--- src/rtl/rc_pkg.sv ---
// Shared definitions for the RC PWM decoder: default timing constants,
// per-channel capture FSM encoding and the width-to-throttle mapping.
package rc_pkg;

  localparam int DEF_CLKS_PER_US  = 50;
  localparam int DEF_MIN_PULSE_US = 800;
  localparam int DEF_MAX_PULSE_US = 2500;
  localparam int DEF_TIMEOUT_US   = 25000;

  // Pulse widths are carried as 12-bit microsecond counts.
  localparam int US_W = 12;

  // Throttle mapping bounds in microseconds.
  localparam logic [US_W-1:0] THR_LO_US = 12'd1000;
  localparam logic [US_W-1:0] THR_HI_US = 12'd2020;

  typedef enum logic [1:0] {
    WAIT_RISE = 2'd0,
    HIGH      = 2'd1,
    OVERLONG  = 2'd2
  } chan_state_e;

  // Width of a divide-by-clks prescaler (at least one bit).
  function automatic int pre_width(input int clks);
    return (clks > 1) ? $clog2(clks) : 1;
  endfunction

  // Accepted width -> throttle: clamp below 1000 us and at/above 2020 us,
  // otherwise one throttle step per 4 us.
  function automatic logic [7:0] throttle_map(input logic [US_W-1:0] w);
    if (w <= THR_LO_US) return 8'd0;
    if (w >= THR_HI_US) return 8'd255;
    return 8'((w - THR_LO_US) >> 2);
  endfunction

endpackage

--- src/rtl/pwm_capture_channel.sv ---
// One RC PWM channel: input synchronizer, edge detect, capture FSM,
// microsecond prescaler/counter, throttle mapping and (with
// RC_FAILSAFE_EN defined) a silence counter driving signal_lost.
module pwm_capture_channel
  import rc_pkg::*;
#(
  parameter int CLKS_PER_US  = DEF_CLKS_PER_US,
  parameter int MIN_PULSE_US = DEF_MIN_PULSE_US,
`ifdef RC_FAILSAFE_EN
  parameter int MAX_PULSE_US = DEF_MAX_PULSE_US,
  parameter int TIMEOUT_US   = DEF_TIMEOUT_US
`else
  parameter int MAX_PULSE_US = DEF_MAX_PULSE_US
`endif
) (
  input  logic            clock,
  input  logic            reset,
  input  logic            rc_line,
`ifdef RC_FAILSAFE_EN
  input  logic            us_tick,
`endif
  output logic [7:0]      throttle,
  output logic [US_W-1:0] pulse_width,
  output logic            valid,
  output logic            signal_lost
);

  localparam int                PRE_W    = pre_width(CLKS_PER_US);
  localparam logic [PRE_W-1:0]  PRE_LAST = PRE_W'(CLKS_PER_US - 1);
  localparam logic [US_W-1:0]   MIN_W    = US_W'(MIN_PULSE_US);
  localparam logic [US_W-1:0]   MAX_W    = US_W'(MAX_PULSE_US);

  logic meta_q, sync_q, sync_d_q;
  logic rise, fall;

  chan_state_e state_q, state_d;
  logic        accept;

  logic [PRE_W-1:0] pre_q;
  logic [US_W-1:0]  us_q, us_inc;
  logic             pre_wrap;

  logic [7:0]       throttle_q;
  logic [US_W-1:0]  pulse_width_q;
  logic             valid_q, lost_q;

  // Two-flop synchronizer plus delayed copy for edge detection.
  always_ff @(posedge clock) begin
    if (reset) begin
      // NOTE: sequential state uses non-blocking assignments so every flop
      // samples pre-edge values regardless of statement order.
      // Reset to 1 so a line already high at release never looks like a rise.
      meta_q   <= 1'b1;
      sync_q   <= 1'b1;
      sync_d_q <= 1'b1;
    end else begin
      meta_q   <= rc_line;
      sync_q   <= meta_q;
      sync_d_q <= sync_q;
    end
  end

  assign rise = sync_q & ~sync_d_q;
  assign fall = ~sync_q & sync_d_q;

  // The interval runs edge to edge, so a tick landing in the fall cycle counts.
  assign pre_wrap = (pre_q == PRE_LAST);
  assign us_inc   = us_q + {{(US_W-1){1'b0}}, pre_wrap};

  // Capture FSM state register.
  always_ff @(posedge clock) begin
    if (reset) state_q <= WAIT_RISE;
    else       state_q <= state_d;
  end

  // Capture FSM next state and acceptance decision.
  always_comb begin
    // NOTE: every output of this block gets a default first so no latch is
    // inferred on paths that do not assign it.
    state_d = state_q;
    accept  = 1'b0;
    unique case (state_q)
      WAIT_RISE: if (rise) state_d = HIGH;
      HIGH: begin
        if (fall) begin
          state_d = WAIT_RISE;
          accept  = (us_inc >= MIN_W) && (us_inc <= MAX_W);
        end else if (us_inc > MAX_W) begin
          state_d = OVERLONG;
        end
      end
      OVERLONG:  if (fall) state_d = WAIT_RISE;
      default:   state_d = WAIT_RISE;
    endcase
  end

  // Cycle prescaler and microsecond counter, restarted on each rising edge.
  always_ff @(posedge clock) begin
    if (reset) begin
      pre_q <= '0;
      us_q  <= '0;
    end else if (state_q == WAIT_RISE && rise) begin
      pre_q <= '0;
      us_q  <= '0;
    end else if (state_q == HIGH) begin
      pre_q <= pre_wrap ? '0 : pre_q + 1'b1;
      us_q  <= us_inc;
    end
  end

`ifdef RC_FAILSAFE_EN
  localparam int               SIL_W   = $clog2(TIMEOUT_US + 1);
  localparam logic [SIL_W-1:0] SIL_MAX = SIL_W'(TIMEOUT_US);

  logic [SIL_W-1:0] silence_q;
  logic             timeout_hit;

  assign timeout_hit = us_tick && (silence_q == SIL_MAX - 1'b1);

  // Silence counter: microseconds since the last accepted pulse, saturating.
  always_ff @(posedge clock) begin
    if (reset)                                  silence_q <= '0;
    else if (accept)                            silence_q <= '0;
    else if (us_tick && silence_q != SIL_MAX)   silence_q <= silence_q + 1'b1;
  end
`endif

  // Output registers: updated only on acceptance (or failsafe timeout).
  always_ff @(posedge clock) begin
    if (reset) begin
      throttle_q    <= '0;
      pulse_width_q <= '0;
      valid_q       <= 1'b0;
      lost_q        <= 1'b1;
    end else begin
      valid_q <= accept;
      if (accept) begin
        pulse_width_q <= us_inc;
        throttle_q    <= throttle_map(us_inc);
      end
`ifdef RC_FAILSAFE_EN
      if (accept) begin
        lost_q <= 1'b0;
      end else if (timeout_hit) begin
        lost_q     <= 1'b1;
        throttle_q <= '0;
      end
`else
      lost_q <= 1'b0;
`endif
    end
  end

  assign throttle    = throttle_q;
  assign pulse_width = pulse_width_q;
  assign valid       = valid_q;
  assign signal_lost = lost_q;

endmodule

--- src/rtl/rc_pwm_decoder.sv ---
// Four-channel RC receiver PWM decoder. Define RC_FAILSAFE_EN to enable
// per-channel loss detection (signal_lost and throttle forced to 0 after
// TIMEOUT_US of silence). Channel 1 is rc_in[3], channel 4 is rc_in[0].
module rc_pwm_decoder
  import rc_pkg::*;
#(
  parameter int CLKS_PER_US  = DEF_CLKS_PER_US,
  parameter int MIN_PULSE_US = DEF_MIN_PULSE_US,
  parameter int MAX_PULSE_US = DEF_MAX_PULSE_US,
  parameter int TIMEOUT_US   = DEF_TIMEOUT_US
) (
  input  logic        clock,
  input  logic        reset,
  input  logic [3:0]  rc_in,
  output logic [7:0]  throttle1,
  output logic [7:0]  throttle2,
  output logic [7:0]  throttle3,
  output logic [7:0]  throttle4,
  output logic [47:0] pulse_width,
  output logic [3:0]  valid,
  output logic [3:0]  signal_lost
);

  // Widths must fit the 12-bit per-channel field.
  if (MIN_PULSE_US > MAX_PULSE_US || MAX_PULSE_US >= (1 << US_W) ||
      TIMEOUT_US < 1 || CLKS_PER_US < 1) begin : g_bad_params
    $error("rc_pwm_decoder: inconsistent timing parameters");
  end

  logic [7:0] thr [4];

`ifdef RC_FAILSAFE_EN
  localparam int               PRE_W    = pre_width(CLKS_PER_US);
  localparam logic [PRE_W-1:0] PRE_LAST = PRE_W'(CLKS_PER_US - 1);

  logic [PRE_W-1:0] tick_pre_q;
  logic             us_tick;

  assign us_tick = (tick_pre_q == PRE_LAST);

  // Free-running 1 us tick shared by all silence counters.
  always_ff @(posedge clock) begin
    if (reset) tick_pre_q <= '0;
    else       tick_pre_q <= us_tick ? '0 : tick_pre_q + 1'b1;
  end
`endif

  for (genvar i = 0; i < 4; i++) begin : g_chan
    pwm_capture_channel #(
      .CLKS_PER_US  (CLKS_PER_US),
      .MIN_PULSE_US (MIN_PULSE_US),
`ifdef RC_FAILSAFE_EN
      .MAX_PULSE_US (MAX_PULSE_US),
      .TIMEOUT_US   (TIMEOUT_US)
`else
      .MAX_PULSE_US (MAX_PULSE_US)
`endif
    ) u_chan (
      .clock       (clock),
      .reset       (reset),
      .rc_line     (rc_in[i]),
`ifdef RC_FAILSAFE_EN
      .us_tick     (us_tick),
`endif
      .throttle    (thr[i]),
      .pulse_width (pulse_width[US_W*i +: US_W]),
      .valid       (valid[i]),
      .signal_lost (signal_lost[i])
    );
  end

  assign throttle1 = thr[3];
  assign throttle2 = thr[2];
  assign throttle3 = thr[1];
  assign throttle4 = thr[0];

endmodule

--- config.mk ---
export PLATFORM = sky130hd
export DESIGN_NAME = rc_pwm_decoder
export DESIGN_NICKNAME = d
export VERILOG_FILES = /design/src/rtl/rc_pkg.sv /design/src/rtl/pwm_capture_channel.sv /design/src/rtl/rc_pwm_decoder.sv
export SDC_FILE = /design/constraint.sdc
export NUM_CORES = 1
export LEC_CHECK = 0
export ABC_AREA = 1
export CAP_MARGIN = 25
export CORE_MARGIN = 1.5
export CORE_UTILIZATION = 41
export CTS_CLUSTER_SIZE = 25
export DETAILED_ROUTE_END_ITERATION = 10
export HOLD_SLACK_MARGIN = 0.06
export PLACE_DENSITY = 0.64
export SYNTH_ARGS = -nofsm -noshare
export SYNTH_HDL_FRONTEND = slang
export SYNTH_HIERARCHICAL = 1
export SYNTH_SLANG_ARGS = --single-unit
export TNS_END_PERCENT = 10
--- constraint.sdc ---
create_clock -name clock -period 3.3 [get_ports clock]
set_input_delay 0.495 -clock clock [delete_from_list [all_inputs] [get_ports clock]]
set_output_delay 0.495 -clock clock [all_outputs]
set_load 0.02 [all_outputs]
After elaboration in Yosys (flattened, before gate mapping)
Cells that the tools add are included.
{"block": "totals", "regBits": 177, "inputBits": 6, "out_inout_bits": 88, "wordCells": 206}
{"block": "op_classes", "add_sub_neg": 12, "order_cmp": 20, "eq_ne": 24, "n_mux": 77, "n_bitwise": 16, "reduce_logical": 20}
{"op": "$mux 8", "count": 16}
{"op": "$add 12x1->12", "count": 4}
{"op": "$ge 12x10->1 const B", "count": 4}
{"op": "$ge 12x11->1 const B", "count": 4}
{"op": "$gt 12x12->1 const B", "count": 4}
{"op": "$le 12x10->1 const B", "count": 4}
{"op": "$le 12x12->1 const B", "count": 4}
{"op": "$sub 10x10->10 const B", "count": 4}
{"op": "$mux 1", "count": 37}
{"op": "$mux 2", "count": 16}
{"op": "$add 6x1->6 const B", "count": 4}
{"op": "$eq 6x6->1 const B", "count": 4}
{"op": "$mux 6", "count": 4}
{"op": "$pmux 2 s3", "count": 4}
{"op": "$ne 2x1->1 const B", "count": 8}
{"op": "$ne 3x1->1 const B", "count": 4}
{"op": "$reduce_and 3->1", "count": 4}
{"op": "$and 1x1->1", "count": 8}
{"op": "$eq 2x1->1 const B", "count": 4}
{"op": "$eq 2x2->1 const B", "count": 4}
{"op": "$logic_and 1x1->1", "count": 8}
{"op": "$logic_not 2->1", "count": 4}
{"op": "$not 1->1", "count": 8}
{"op": "$reduce_or 2->1", "count": 4}

Longest topological paths before layout
{"block": "logic_depth", "word_depth": 13, "mapped_depth": 20, "ltp_nobuf": 19}

By module
Netlist, hierarchy kept.
{"mod": "pwm_capture_channel", "n_inst": 4, "cells_each": 344, "area_per_inst_um2": 2401.1, "seq_area_each_um2": 900.9}

Worst setup path before layout
No wires, ideal clock.
{"block": "synth_path", "kind": "register -> register", "from": "register g_chan[0].u_chan.pre_q[1]", "to": "register g_chan[0].u_chan.pulse_width_q[8]", "setup_ps": 113, "t_arrival_ps": 2239, "required_ps": 3187, "slack_ps": 947, "path_stages_with_launch": 19, "path_buffers": 1, "period_less_slack_ps": 2353, "path_cell_list": "dfxtp_1 inv_1 ha_1 nand4_1 inv_1 ha_1 ha_1 or2_2 nand2_1 inv_1 nand2_1 nand3_1 nand2_1 nand2_1 nand2_2 nand3_2 buf_6 o21ai_1 nor2_1"}
{"block": "synth_between", "elab_chain_cells": 6, "elab_cells_between_ends": 7, "classes_between": "add/sub (1); order compare (2); eq/ne (1); mux (2); reduce/logical (1)"}
{"element": "from (decl)", "line": "pwm_capture_channel.sv:39", "rtl": "logic [PRE_W-1:0] pre_q;"}
{"element": "from (signal assigned)", "line": "pwm_capture_channel.sv:106", "rtl": "pre_q <= pre_wrap ? '0 : pre_q + 1'b1;"}
{"element": "$eq 6x6->1 *", "line": "pwm_capture_channel.sv:67", "rtl": "assign pre_wrap = (pre_q == PRE_LAST);"}
{"element": "$add 12x1->12 *", "line": "pwm_capture_channel.sv:68", "rtl": "assign us_inc = us_q + {{(US_W-1){1'b0}}, pre_wrap};"}
{"element": "$ge 12x10->1 / $le 12x12->1 (equally long branches)", "line": "pwm_capture_channel.sv:87", "rtl": "accept = (us_inc >= MIN_W) && (us_inc <= MAX_W);"}
{"element": "$logic_and 1x1->1", "line": "pwm_capture_channel.sv:87"}
{"element": "$mux 1", "line": "pwm_capture_channel.sv:85", "rtl": "if (fall) begin"}
{"element": "$mux 1", "line": "pwm_capture_channel.sv:82", "rtl": "unique case (state_q)"}
{"element": "to (signal assigned)", "line": "pwm_capture_channel.sv:138", "rtl": "pulse_width_q <= us_inc;"}
{"element": "to (decl)", "line": "pwm_capture_channel.sv:44", "rtl": "logic [US_W-1:0] pulse_width_q;"}
Every way passes the cells marked *; elsewhere a longest branch is shown, timed or not.
A chain may end at the register's enable or synchronous reset.

Final worst setup path
{"block": "layout_path", "from": "register g_chan[2].u_chan.pre_q[1]", "to": "register g_chan[2].u_chan.pulse_width_q[8]"}
{"block": "layout_between", "elab_chain_cells": 6, "elab_cells_between_ends": 7, "classes_between": "add/sub (1); order compare (2); eq/ne (1); mux (2); reduce/logical (1)"}
{"element": "from (decl)", "line": "pwm_capture_channel.sv:39"}
{"element": "from (signal assigned)", "line": "pwm_capture_channel.sv:106"}
{"element": "$eq 6x6->1 *", "line": "pwm_capture_channel.sv:67"}
{"element": "$add 12x1->12 *", "line": "pwm_capture_channel.sv:68"}
{"element": "$ge 12x10->1 / $le 12x12->1 (equally long branches)", "line": "pwm_capture_channel.sv:87"}
{"element": "$logic_and 1x1->1", "line": "pwm_capture_channel.sv:87"}
{"element": "$mux 1", "line": "pwm_capture_channel.sv:85"}
{"element": "$mux 1", "line": "pwm_capture_channel.sv:82"}
{"element": "to (signal assigned)", "line": "pwm_capture_channel.sv:138"}
{"element": "to (decl)", "line": "pwm_capture_channel.sv:44"}
Marks and branches as above.

==> results_dict.tcl <==
set metrics [dict create \
    synth_warnings 6 \
    power.density_nw_per_um2 403.0 \
    ys_top_cells_by_count "nand2_1, dfxtp_1, nor2_1, inv_1, nand2_2" \
    drc 0 \
    synth.area.top_cells "dfxtp_1, nand2_1, nor2_1" \
    syn2layout_area_growth_pct 18.21 \
    cts_buffer_depth 2 \
    synth_cells 1376 \
    synth_cell_types 29 \
    avgViaCountPerCell 4.847 \
    cts_sinks 180 \
    post_cts_resized 0 \
    start_util_pct 42.16 \
    fp.dieH_um 156.1 \
    fin_crit_sh_pct 91.98 \
    cts_max_level 4 \
    max_freq_mhz 329.5 \
    worstPathRequired_ns 3.62 \
    io_buffers 93 \
    p_leak_nw 4.587 \
    path_max_fanout 20 \
    worst_pin_slew_ns 0.6185 \
    ir_worst_vdd_v 0.0002419 \
    grt_usage_pct 18.84 \
    overflow 0 \
    worstReg2RegStart "g_chan[2].u_chan/pre_q[1]" \
    slew_headroom_pct 58.72 \
    hold_depth 1 \
    rrSetupSlack_ns 0.26 \
    path_clk_slew_ns 0.07 \
    status "finished clean" \
    place.gp.congestion 0.8791 \
    postCtsSetupBuffers 0 \
    min_delay_worst_endpoint "g_chan[2].u_chan/sync_q" \
    root_buffer "clkbuf_16" \
    hold_start "g_chan[2].u_chan/meta_q" \
    ant_nets 0 \
    drv_cap 0 \
    post-route-util_pct 49.84 \
    drtIter0Drc 503 \
    drive_gt1_share_pct 16.43 \
    hpwl_um 16570 \
    fill_cells 2245 \
    coreArea_sq_um 22780 \
    clock_skew_ns 0.01024 \
    ctsHoldBuffers 0 \
    multi_input_area_sq_um 5100 \
    rsz0062_at_grt "no" \
    firstDrtPassIters 5 \
    drt-wirelength-per-cell_um 12.45 \
    finalNetCount 1492 \
    die_w_um 156.1 \
    finalMaxSlewViolations 0 \
    synth-edff-count 0 \
    ys.flop_type "dfxtp_1" \
    reg2reg_depth 17 \
    yosys_register_bits 180 \
    hold_viol_final 0 \
    avgSynthCellArea_sq_um 6.980 \
    row_count 55 \
    hold_path.class "reg2reg" \
    clk_latency_ns 0.43 \
    numCtsBuffers 17 \
    grt_pass1_wl_um 37650 \
    final-seq-area_sq_um 3603 \
    synth_seq_area_share_pct 37.52 \
    ios 94 \
    yosysTopAreaCell "dfxtp_1" \
    syn_area_sq_um 9604 \
    async_reset_ff_share_pct 0 \
    via_count 8657 \
    endpoint_kind "flip-flop" \
    first_global_vias 8089 \
    rr_endpoint "g_chan[2].u_chan/pulse_width[8]" \
    grt_max_degree 27 \
    cp.arrival_ns 3.35 \
    diodes 0 \
    wl_um 22240 \
    antenna_found_initial 0 \
    synth_fp_nets 1406 \
    setup_viol 0 \
    start_kind "flip-flop" \
    min_period_ns 3.035 \
    yosysTopAreaCellShare_pct 37.52 \
    cts_tree "built" \
    die-area_sq_um 24350 \
    finalSetupTns_ns 0 \
    yosysMostFrequentCell "nand2_1" \
    criticalPathCategory "reg2reg" \
]
[registers in the layout (all words and copies together), names as in the netlist]
signal                     count
g_chan.u_chan/throttle        32
g_chan.u_chan/pulse_width     48
g_chan.u_chan/pre_q           24
g_chan.u_chan/valid            4
g_chan.u_chan/sync_q           4
g_chan.u_chan/state_q          8
g_chan.u_chan/meta_q           4
g_chan.u_chan/signal_lost      4
g_chan.u_chan/sync_d_q         4
g_chan.u_chan/us_q            48
[logic make-up (layout without fill, tap and decap cells)]
family	after synthesis	in the layout	synth area share, %
and+or+nand+nor	712	712	34.97
AOI/OAI and AO/OA	240	240	14.28
buffers and inverters	212	309	9.380
DFF	180	180	37.52
adders and majority gates	24	24	3.127
xor gates and xnor gates	8	8	0.7296
[cells in the final DEF (no fill, tap or decap), drive strengths merged]
master	synthesis	final
or2	20	20
ha	24	24
o31ai	4	4
a211oi	4	4
inv	168	168
clkdlybuf4s50	0	92
bufinv	0	3
buf	20	15
and3	8	8
nor3	16	16
clkinv	4	10
nand4	16	16
nand3	92	92
nand2	356	356
nor2	196	196
a21oi	112	112
clkbuf	20	21
dfxtp	180	180
nor3b	8	8
o21ai	120	120
xnor2	8	8
[metrics by stage]
| step | cell area, sq um | worst slack [ns] | total power [mW] | instances | hold WS (ns) |
|---|---|---|---|---|---|
| 6_report | 11350 | 0.2648 | 4.575 | 1786 | 0.4096 |
| 5_1_grt | 11350 | 0.02327 | 4.760 | 1786 | 0.4207 |
| 4_1_cts | 11350 | 0.2664 | 4.637 | 1786 | 0.4110 |
| 3_5_place_dp | 10770 | 0.3035 | 2.579 | 1756 | 0.3971 |
| 3_3_place_gp | 10770 | 0.3862 | 2.577 | 1756 | 0.3948 |
| 2_1_floorplan | 9604 | 0.9474 | 2.494 | 1376 | 0.3895 |
[power by group]
group          internal, mW  switching, mW
sequential             2.20         0.0302
clock                  1.20          0.839
combinational        0.0923          0.206
[cell type report]
type / instances / area share (%)
repair buffers: 107 / 9.081
clock inverters: 9 / 1.157
clock buffers: 21 / 3.967
flip-flops and latches: 180 / 31.74
multi-input cells: 984 / 44.92
well taps: 313 / 3.449
inverters: 172 / 5.687
[how the worst max path moves through the flow]
stage	start	endpoint	slack, ns	cells past startpoint
floorplan	g_chan[0].u_chan/pre_q[1]	g_chan[0].u_chan/pulse_width[8]	0.95	18
global placement	g_chan[2].u_chan/pre_q[1]	g_chan[2].u_chan/pulse_width[3]	0.39	17
detailed placement	g_chan[2].u_chan/pre_q[1]	g_chan[2].u_chan/pulse_width[4]	0.30	17
CTS	g_chan[2].u_chan/pre_q[1]	g_chan[2].u_chan/pulse_width[3]	0.27	17
global route	g_chan[2].u_chan/pre_q[1]	g_chan[2].u_chan/pulse_width[7]	0.02	17
finish	g_chan[2].u_chan/pre_q[1]	g_chan[2].u_chan/pulse_width[8]	0.26	17
[critical path, cell delays in order, from the launching register on]
cell     delay, ns
dfxtp_1       0.35
inv_1         0.07
ha_1          0.18
nand4_1       0.10
inv_1         0.05
ha_1          0.21
ha_1          0.23
or2_2         0.28
nand2_1       0.16
inv_1         0.10
nand2_1       0.07
nand3_1       0.07
nand2_1       0.11
nand2_1       0.08
nand2_2       0.10
nand3_2       0.42
o21ai_1       0.29
nor2_1        0.06
[per-layer routing]
layer,up-vias,GRT usage [%],share of wire (%)
met5,-,0,0
li1,4571,-,-
met4,0,4.853,0.85
met2,136,32.34,47
met1,3936,23.86,48
met3,14,4.139,3.7
(Power assumes the default switching activity.)
